===== src/rtl/conv_pkg.sv =====
// Shared definitions for the convolutional-code puncturer: rate codes, FSM states,
// puncture periods and keep masks.
package conv_pkg;

  typedef enum logic [1:0] {
    RATE_1_2  = 2'd0,
    RATE_2_3  = 2'd1,
    RATE_3_4  = 2'd2,
    RATE_RSVD = 2'd3
  } rate_t;

  typedef enum logic {
    IDLE = 1'b0,
    RUN  = 1'b1
  } state_t;

  localparam logic [1:0] PERIOD_1_2 = 2'd1;
  localparam logic [1:0] PERIOD_2_3 = 2'd2;
  localparam logic [1:0] PERIOD_3_4 = 2'd3;

  // Keep masks are {keepA, keepB}
  localparam logic [1:0] MASK_NONE = 2'b00;
  localparam logic [1:0] MASK_B    = 2'b01;
  localparam logic [1:0] MASK_A    = 2'b10;
  localparam logic [1:0] MASK_AB   = 2'b11;

endpackage


===== src/rtl/punct_pattern.sv =====
// Puncture pattern lookup: maps (rate, phase) to the {keepA, keepB} mask and the
// pattern period. The reserved rate code falls back to rate 1/2.
module punct_pattern
  import conv_pkg::*;
(
  input  rate_t      rate,
  input  logic [1:0] phase,
  output logic [1:0] mask,
  output logic [1:0] period
);

  always_comb begin
    mask   = MASK_AB;
    period = PERIOD_1_2;
    case (rate)
      RATE_2_3: begin
        period = PERIOD_2_3;
        mask   = (phase == 2'd1) ? MASK_A : MASK_AB;
      end
      RATE_3_4: begin
        period = PERIOD_3_4;
        case (phase)
          2'd1:    mask = MASK_A;
          2'd2:    mask = MASK_B;
          default: mask = MASK_AB;
        endcase
      end
      default: begin
        mask   = MASK_AB;
        period = PERIOD_1_2;
      end
    endcase
  end

endmodule


===== src/rtl/conv_puncturer.sv =====
// Punctures rate-1/2 encoder pairs down to 1/2, 2/3 or 3/4 and serialises the
// surviving bits onto a single-bit valid/ready stream with a per-frame bit count.
//
//   state | meaning
//   IDLE  | waiting for iStart; pairs refused, bit count holds last frame's total
//   RUN   | accepting pairs and emitting kept bits until the oLast bit transfers
module conv_puncturer
  import conv_pkg::*;
#(
  parameter int CNT_W = 16
)
(
  input  logic             iClk,
  input  logic             iRst,
  input  logic             iStart,
  input  logic [1:0]       iRate,
  input  logic             iDataA,
  input  logic             iDataB,
  input  logic             iValid,
  input  logic             iLast,
  output logic             oInReady,
  output logic             oData,
  output logic             oValid,
  input  logic             iReady,
  output logic             oLast,
  output logic [CNT_W-1:0] oBitCount,
  output logic             oBusy
);

  state_t           state;
  rate_t            rate;
  logic [1:0]       phase;
  logic [1:0]       mask;
  logic [1:0]       pat_mask;
  logic [1:0]       period;
  logic             h_a;
  logic             h_b;
  logic             last_held;
  logic [CNT_W-1:0] bit_count;
  logic             out_xfer;
  logic             in_xfer;
  logic             one_left;

  punct_pattern u_pattern (
    .rate   (rate),
    .phase  (phase),
    .mask   (pat_mask),
    .period (period)
  );

  assign one_left  = (mask == MASK_A) || (mask == MASK_B);
  assign oValid    = (mask != MASK_NONE);
  assign oData     = mask[1] ? h_a : h_b;
  assign out_xfer  = oValid && iReady;
  // Refill in the same cycle the final held bit leaves, so pairs stream without bubbles
  assign oInReady  = (state == RUN) && !last_held &&
                     ((mask == MASK_NONE) || (out_xfer && one_left));
  assign in_xfer   = iValid && oInReady;
  assign oLast     = oValid && last_held && one_left;
  assign oBitCount = bit_count;
  assign oBusy     = (state == RUN);

  always_ff @(posedge iClk or posedge iRst) begin
    if (iRst) begin
      state     <= IDLE;
      rate      <= RATE_1_2;
      phase     <= 2'd0;
      mask      <= MASK_NONE;
      h_a       <= 1'b0;
      h_b       <= 1'b0;
      last_held <= 1'b0;
      bit_count <= '0;
    end else begin
      case (state)
        IDLE: begin
          if (iStart) begin
            state     <= RUN;
            rate      <= rate_t'(iRate);
            phase     <= 2'd0;
            mask      <= MASK_NONE;
            last_held <= 1'b0;
            bit_count <= '0;
          end
        end
        RUN: begin
          if (out_xfer) begin
            if (bit_count != '1) bit_count <= bit_count + CNT_W'(1);
            mask <= mask[1] ? (mask & MASK_B) : MASK_NONE;
            if (oLast) state <= IDLE;
          end
          // A new pair only lands when the hold register is (becoming) empty
          if (in_xfer) begin
            h_a   <= iDataA;
            h_b   <= iDataB;
            mask  <= pat_mask;
            phase <= (phase == period - 2'd1) ? 2'd0 : phase + 2'd1;
            if (iLast) last_held <= 1'b1;
          end
        end
      endcase
    end
  end

endmodule


===== config.mk =====
export PLATFORM = sky130hd
export DESIGN_NAME = conv_puncturer
export DESIGN_NICKNAME = d
export VERILOG_FILES = /design/src/rtl/conv_pkg.sv /design/src/rtl/punct_pattern.sv /design/src/rtl/conv_puncturer.sv
export SDC_FILE = /design/constraint.sdc
export NUM_CORES = 1
export LEC_CHECK = 0
export CAP_MARGIN = 20
export CORE_UTILIZATION = 40
export DETAILED_ROUTE_END_ITERATION = 6
export PLACE_DENSITY = 0.67
export SETUP_SLACK_MARGIN = 0.3
export SLEW_MARGIN = 20
export SYNTH_ARGS = -nofsm -noshare
export SYNTH_HDL_FRONTEND = slang
export SYNTH_SLANG_ARGS = --single-unit

===== constraint.sdc =====
create_clock -name iClk -period 2.2 [get_ports iClk]
set_input_delay 0.33 -clock iClk [delete_from_list [all_inputs] [get_ports iClk]]
set_output_delay 0.33 -clock iClk [all_outputs]
set_load 0.01 [all_outputs]

==> reports/results.txt, run 1 <==
status - complete, no violations
largest cells by area after synthesis - dfrtp_1, ha_1, nand2_1
Synth Register Bits - 26
H-tree depth - 1
prevailing post-synth register cell - dfrtp_1
Worst Path Max Fanout - 3
Initial Utilization - 43.5%
Crit Reg-Reg Endpoint - oBitCount[13]$_DFFE_PP0P_
number of global-route vias before repair - 1367
final setup TNS - 0 ps
Final Hold Viols - 0
CORE AREA - 3470 um2
initial DRC count - 85
Reg clk slew, reported paths - 100 ps
syn_nets - 188
Leak - 0.931 nW
Seq/Total Area, Yosys - 43.1%
PortBufs - 30
crit path DAT - 1580 ps
Pwr Density - 1150 nW/um2
Tmin final - 1910 ps
top-count cell post-synth - dfrtp_1
post-synthesis instance total - 171
grt ovf - 0
nature of the critical path endpoint - primary output
Worst Max-Slew Pin Slew - 662 ps
Synth warnings - 0
final setup margin - 287 ps
reg2reg start - oBitCount[1]$_DFFE_PP0P_
clock buffer depth - 2
GRT Overall Usage - 19.2%
IO Pins - 31
root cell of the clock tree - clkbuf_8
Synth top cells by count - dfrtp_1, nand2_1, o21ai_0
type of the tightest min-delay check - primary input to asynchronous set/reset pin
Die W - 63.4 um
Num CTS Buffers - 3
Non-Filler Instances - 267
# rows - 21
layout overhead on the synthesized area - 39.7%
initial antenna violation count - 0
Die Area - 4020 um2
Startpoint Class - flip-flop
peak supply drop - 0.540 mV
DR WL/cell - 14.7 um
Post-synth EDFFs - 0
RSZ-0062 raised after global routing - yes
Mean Syn Cell Area - 8.82 um2
DRC - 0
r2r setup slk - 300 ps
via count - 1467
final setup vio count - 0
area leader, netlist - dfrtp_1
Worst Path Required - 1870 ps
Slew Limit Headroom - 55.4%
Placer Congestion - 0.880
largest net degree at the start of global routing - 27
worst setup path startpoint - mask[1]$_DFFE_PP0P_
drt via density - 5.49
Worst R2R Path Depth - 6
WS Path Type - flip-flop to primary output
Routed WL - 3.91 mm
Worst Skew - 3.93 ps
ant diodes - 0
Final Net Count - 239
post-synth cell types - 45
CP endpoint - oData
first-pass GRT wire length - 6.13 mm
Max Freq - 523 MHz
Yosys top cell area share - 43.1%
TritonCTS clock tree - yes
Mapped Area - 1510 um2
dpl hpwl - 2.55 mm
max cap viols - 0
ANT nets after route - 0
Placed Instances - 249
final slew viol count - 0
fillers - 304
drt first pass iters - 4
Worst-Skew Late Latency - 280 ps
asr flop ratio synth - 100%
share of cells above drive strength 1 - 19.9%
CTS sink cnt - 26
pre-CTS setup slack - 116 ps
final worst-path cycle share - 86.9%
die height - 63.4 um
## final cells by class
| cell class | instances | area (um2) | share of cell area, % |
|---|---|---|---|
| well taps | 46 | 57.6 | 2.73 |
| clock inverters | 1 | 30.0 | 1.42 |
| repair buffers | 51 | 454 | 21.5 |
| inverters | 13 | 48.8 | 2.31 |
| clock buffers | 3 | 41.3 | 1.96 |
| flip-flops and latches | 26 | 654 | 31.0 |
| multi-input cells | 127 | 822 | 39.0 |
## flip-flops by register name, indices dropped and copies added, names as in the netlist
| register | count |
|---|---|
| last_held | 1 |
| phase | 2 |
| oBusy | 1 |
| h_b | 1 |
| rate | 2 |
| mask | 2 |
| oBitCount | 16 |
| h_a | 1 |
## routing by layer
layer / part of all wire [%] / track usage [%] / vias to the layer above / wire (um)
li1: - / - / 707 / -
met1: 45 / 26.0 / 705 / 1760
met2: 49 / 32.0 / 46 / 1910
met3: 4.8 / 2.54 / 9 / 189
met4: 1.3 / 5.11 / 0 / 51
met5: 0 / 0 / - / 0
## worst max-delay path, cell delays in order (launching register included)
cell             delay, ps
dfrtp_1                390
buf_4                  120
mux2_2                 320
clkdlybuf4s50_1        480
## through the flow
stage / power (mW) / util, % / hold slack, ps / area, um2
6_report: 2.42 / 60.8 / 404 / 2110
3_5_place_dp: 1.83 / 54.8 / 473 / 1900
3_3_place_gp: 1.79 / 54.8 / 454 / 1900
5_1_grt: 2.58 / 60.8 / 466 / 2110
4_1_cts: 2.26 / 58.2 / 429 / 2020
2_1_floorplan: 1.43 / - / 370 / 1520
## cells in the final DEF (no fill, tap or decap), types with 2 or more instances in the layout
cell | Yosys | layout
a21o_1 | 2 | 2
a21oi_1 | 11 | 9
a21oi_2 | 0 | 2
a21oi_4 | 1 | 2
a31oi_1 | 3 | 3
and3_1 | 2 | 2
buf_4 | 0 | 20
clkbuf_8 | 0 | 3
clkdlybuf4s50_1 | 0 | 27
dfrtp_1 | 26 | 23
dfrtp_2 | 0 | 3
dlygate4sd2_1 | 0 | 2
ha_1 | 7 | 6
inv_1 | 13 | 12
nand2_1 | 23 | 22
nand3_1 | 12 | 12
nand4_1 | 4 | 4
nor2_1 | 11 | 11
nor3_1 | 2 | 2
o21ai_0 | 15 | 13
o21ai_1 | 0 | 2
or3_1 | 4 | 4
xor2_1 | 3 | 3
## worst min path at each step
stage	startpoint	to	slack, ps	cells after the start
6_report	iRst	oBitCount[3]$_DFFE_PP0P_	400	3
5_1_grt	iRst	oBitCount[1]$_DFFE_PP0P_	470	3
4_1_cts	iRst	oBitCount[3]$_DFFE_PP0P_	430	3
3_5_place_dp	h_b$_DFFE_PP0P_	h_b$_DFFE_PP0P_	470	2
3_3_place_gp	h_a$_DFFE_PP0P_	h_a$_DFFE_PP0P_	450	2
2_1_floorplan	iRst	h_a$_DFFE_PP0P_	370	1
## kinds of logic (layout without fill, tap and decap cells)
| family | after synthesis | in the layout | synth area share, % |
|---|---|---|---|
| simple gates | 72 | 72 | 25.1 |
| compound gates | 42 | 43 | 17.5 |
| flops | 26 | 26 | 43.1 |
| buf+inv | 19 | 68 | 5.31 |
| fa+ha+maj | 7 | 7 | 5.80 |
| xor+xnor | 3 | 3 | 1.74 |
| mux | 2 | 2 | 1.41 |
## where the power goes
group,total [mW],internal (mW),switching [mW]
registers,0.786,0.621,0.165
logic,1.23,0.619,0.611
clock network,0.406,0.244,0.163
total,2.42,1.48,0.939
## repair_timing
item                       4_1_cts  5_1_grt
setup endpoints to repair       15       15
pin swaps                        0        3
resized for setup                5       13
gates cloned                     0        1
hold buffers                     0        0
setup buffers                    6        7
Power figures use the tool's default switching activity.
==> run 2, diff against run 1 <==
- CORE_ASPECT_RATIO: not set -> 0.7
==> reports/results.txt, run 2 (synthesis gave the netlist of run 1 again) <==
status - complete, no violations
type of the tightest min-delay check - primary input to asynchronous set/reset pin
share of cells above drive strength 1 - 17.8%
dpl cell area - 1930 um2
Num CTS Buffers - 3
Initial Utilization - 42.4%
root cell of the clock tree - clkbuf_8
commonest cells after routing, fill and taps aside - clkdlybuf4s50_1, dfrtp_1, nand2_1, buf_4, o21ai_0
die height - 53.4 um
Worst Max-Slew Pin Slew - 699 ps
Worst-Skew Late Latency - 280 ps
Final Hold Viols - 0
drt via density - 5.53
max cap viols - 0
Worst R2R Path Depth - 6
Reg clk slew, reported paths - 90 ps
PortBufs - 30
Pwr Density - 1140 nW/um2
crit path DAT - 2140 ps
met2 WL post-DR - 1.90 mm
Crit Reg-Reg Endpoint - oBitCount[5]$_DFFE_PP0P_
initial DRC count - 172
Net Sw Frac - 39.3%
peak supply drop - 0.571 mV
grt ovf - 0
drt first pass iters - 4
IO Pins - 31
largest net degree at the start of global routing - 18
power share of the clock group - 17.1%
Worst Path Max Fanout - 5
CORE AREA - 3560 um2
dpl hpwl - 2.79 mm
WL met3 - 230 um
WS Path Type - flip-flop to flip-flop
commonest non-fill, non-tap cell in the layout - clkdlybuf4s50_1
Die Area - 4030 um2
Tmin final - 1930 ps
Die W - 75.4 um
max FFs per register - 16
first-pass GRT wire length - 6.10 mm
CTS sink cnt - 26
clock buffer depth - 2
hold buffers post-CTS - 0
# rows - 18
RSZ-0062 raised after global routing - yes
reg2reg start - oBitCount[7]$_DFFE_PP0P_
Routed WL - 4.01 mm
r2r setup slk - 270 ps
Flop pwr share - 32.0%
via count - 1487
initial antenna violation count - 0
H-tree depth - 1
Worst Path Required - 2410 ps
NetSw - 0.926 mW
Leak - 0.918 nW
ANT nets after route - 0
ant diodes - 0
final slew viol count - 0
nature of the critical path endpoint - flip-flop
Startpoint Class - flip-flop
layout overhead on the synthesized area - 37.5%
DRC - 0
TritonCTS clock tree - yes
final setup margin - 272 ps
DR WL/cell - 14.9 um
WL met1 - 1.87 mm
Non-Filler Cell Area, Final - 2070 um2
Final Net Count - 237
GRT Overall Usage - 20.6%
final worst-path cycle share - 87.6%
Max Freq - 519 MHz
Worst Skew - 3.82 ps
Top Metal Used - met4
number of global-route vias before repair - 1363
internal power - 1.43 mW
final setup TNS - 0 ps
Slew Limit Headroom - 52.9%
combinational share of power - 50.9%
pre-CTS setup slack - 87.2 ps
Placer Congestion - 0.863
final setup vio count - 0
run 2: final cells by class:
class,count,area (um2)
tap,50,62.6
timing repair buffer,49,435
clock inverter,1,30.0
sequential,26,653
inverter,13,48.8
fill,327,1480
clock buffer,3,41.3
multi-input combinational,127,803
run 2: worst max path at each step:
stage                             start                         to  slack (ps)  cells past startpoint
2_1_floorplan  oBitCount[1]$_DFFE_PP0P_   oBitCount[7]$_DFFE_PP0P_         210                      8
3_3_place_gp   oBitCount[1]$_DFFE_PP0P_  oBitCount[13]$_DFFE_PP0P_         190                      6
3_5_place_dp   oBitCount[1]$_DFFE_PP0P_  oBitCount[13]$_DFFE_PP0P_          90                      6
4_1_cts        oBitCount[0]$_DFFE_PP0P_  oBitCount[13]$_DFFE_PP0P_         270                      6
5_1_grt        oBitCount[7]$_DFFE_PP0P_  oBitCount[13]$_DFFE_PP0P_         200                      4
6_report       oBitCount[7]$_DFFE_PP0P_   oBitCount[5]$_DFFE_PP0P_         270                      6
run 2: what timing repair did:
action / in CTS / in global routing
buffers inserted: 5 / 3
gates cloned: 0 / 1
pin swaps: 0 / 1
endpoints found under the setup margin: 17 / 13
resized for setup: 4 / 7
run 2: metal layers:
layer  global-route usage (%)  up-vias
met5                        0        -
met4                     5.86        0
met3                     4.76        2
met2                     31.8       40
met1                     28.5      738
li1                         -      707
run 2: stage by stage:
stage | std cells | power (mW) | util [%] | hold slack (ps)
finish | 269 | 2.35 | 58.3 | 427
global route | 269 | 2.52 | 58.3 | 479
CTS | 265 | 2.29 | 57.2 | 447
detailed placement | 256 | 1.86 | 54.1 | 460
global placement | 256 | 1.81 | 54.1 | 460
floorplan | 171 | 1.43 | - | 370
run 2: power by group through the flow:
| stage | sequential (mW) | clock, mW | combinational (mW) |
|---|---|---|---|
| detailed placement | 0.773 | 0 | 1.09 |
| finish | 0.754 | 0.402 | 1.20 |
| global placement | 0.762 | 0 | 1.05 |
| global route | 0.774 | 0.425 | 1.32 |
| CTS | 0.750 | 0.408 | 1.13 |
| floorplan | 0.769 | 0 | 0.658 |
run 2: critical path: stages (launching register included):
cell and delay, ps:
dfrtp_1 380, nand4_1 180, or4_4 600, buf_4 170, a21oi_4 200, o21ba_2 190, a21oi_1 130
==> run 3, diff against run 2 <==
- TNS_END_PERCENT: not set -> 10
==> reports/results.txt, run 3 (synthesis gave the netlist of run 1 again) <==
CTS sink cnt - 26
clock buffer depth - 2
# rows - 18
final worst-path cycle share - 94.0%
Die Area - 4030 um2
drt via density - 5.49
first-pass GRT wire length - 6.04 mm
Finished Core Util - 60.0%
Leak - 0.940 nW
Tmin final - 2070 ps
via count - 1481
Slew Limit Headroom - 52.9%
initial antenna violation count - 0
delay of the slowest critical-path stage - 580 ps
Max Freq - 483 MHz
Final Net Count - 238
commonest non-fill, non-tap cell in the layout - clkdlybuf4s50_1
crit path DAT - 2230 ps
Die W - 75.4 um
PortBufs - 30
IO Pins - 31
crit path cell chain - ha_4, nand4_1, or4_4, and2_4, and4b_1, a211o_1
nature of the critical path endpoint - flip-flop
Worst Skew - 4.84 ps
layout overhead on the synthesized area - 41.5%
status - complete, no violations
final setup vio count - 0
CP delay by family, top - simple AND/OR/NAND/NOR gates
Placer Congestion - 0.863
max FFs per register - 16
Startpoint Class - flip-flop
initial DRC count - 124
ANT nets after route - 0
max cap viols - 0
Worst-Skew Late Latency - 280 ps
ant diodes - 0
H-tree depth - 1
peak supply drop - 0.575 mV
final setup TNS - 0 ps
final slew viol count - 0
DRC - 0
Initial Utilization - 42.4%
WS Path Type - flip-flop to flip-flop
GRT Overall Usage - 20.4%
CORE AREA - 3560 um2
dpl hpwl - 2.79 mm
flip-flop and latch area - 652 um2
commonest cells after routing, fill and taps aside - clkdlybuf4s50_1, dfrtp_1, nand2_1, buf_4, o21ai_0
Routed WL - 4.14 mm
hold buffers post-CTS - 0
RSZ-0062 raised after global routing - yes
Worst Max-Slew Pin Slew - 701 ps
drt first pass iters - 4
Worst Path Required - 2360 ps
largest net degree at the start of global routing - 18
number of global-route vias before repair - 1349
slowest CP cell - or4_4
Buf+Inv Stages, Crit Path - 0
TritonCTS clock tree - yes
DR WL/cell - 15.3 um
fillers - 310
root cell of the clock tree - clkbuf_8
multi-input logic area - 830 um2
die height - 53.4 um
Reg clk slew, reported paths - 90 ps
share of cells above drive strength 1 - 17.7%
Num CTS Buffers - 3
Worst Path Max Fanout - 5
Final Hold Viols - 0
hold slack - 429 ps
grt ovf - 0
Pwr Density - 1130 nW/um2
type of the tightest min-delay check - primary input to asynchronous set/reset pin
==> run 3: report_power, final <==
group / internal [mW] / total (mW) / switching, mW / leakage (nW)
logic: 0.608 / 1.23 / 0.624 / 0.573
clock network: 0.244 / 0.401 / 0.158 / 0.0357
registers: 0.618 / 0.774 / 0.157 / 0.331
==> run 3: path summary, 6_finish.rpt <==
| kind | from | endpoint | slack [ps] | depth (start not counted) |
|---|---|---|---|---|
| setup / recovery | oBitCount[1]$_DFFE_PP0P_ | oBitCount[13]$_DFFE_PP0P_ | 130 | 6 |
| hold / removal | iRst | rate[1]$_DFFE_PP0P_ | 430 | 2 |
| setup reg to reg | oBitCount[1]$_DFFE_PP0P_ | oBitCount[13]$_DFFE_PP0P_ | 130 | 6 |
| hold reg to reg | h_a$_DFFE_PP0P_ | h_a$_DFFE_PP0P_ | 480 | 2 |
| max in group asynchronous | iRst | oBitCount[15]$_DFFE_PP0P_ | 1200 | 3 |
| min in group iClk | h_a$_DFFE_PP0P_ | h_a$_DFFE_PP0P_ | 480 | 2 |
==> run 3: area by class of cell <==
cell class	count	share of cell area, %
clock inverters	1	1.41
well taps	50	2.93
inverters	13	2.28
clock buffers	3	1.93
multi-input cells	126	38.8
repair buffers	51	22.1
flip-flops and latches	26	30.5
==> run 3: repair_timing <==
item,in CTS,in global routing
endpoints found under the setup margin,17,17
pin swaps,0,8
resized for setup,3,10
cloned,0,0
buffers inserted,0,10
==> run 3: layer usage <==
metal	part of all wire (%)	wire length [um]	vias to the layer above	global-route usage (%)
li1	-	-	707	-
met4	1.7	69	0	6.17
met3	3.8	158	8	4.76
met2	49	2030	32	31.3
met5	0	0	-	0
met1	45	1870	734	28.4
==> run 3: stage by stage <==
stage | cells | setup slack (ps) | instance area, um2 | power (mW)
floorplan | 171 | 213 | 1520 | 1.43
global placement | 256 | 191 | 1930 | 1.81
detailed placement | 256 | 87.2 | 1930 | 1.86
CTS | 260 | 162 | 2000 | 2.25
global route | 270 | 61.9 | 2140 | 2.58
finish | 270 | 132 | 2140 | 2.41
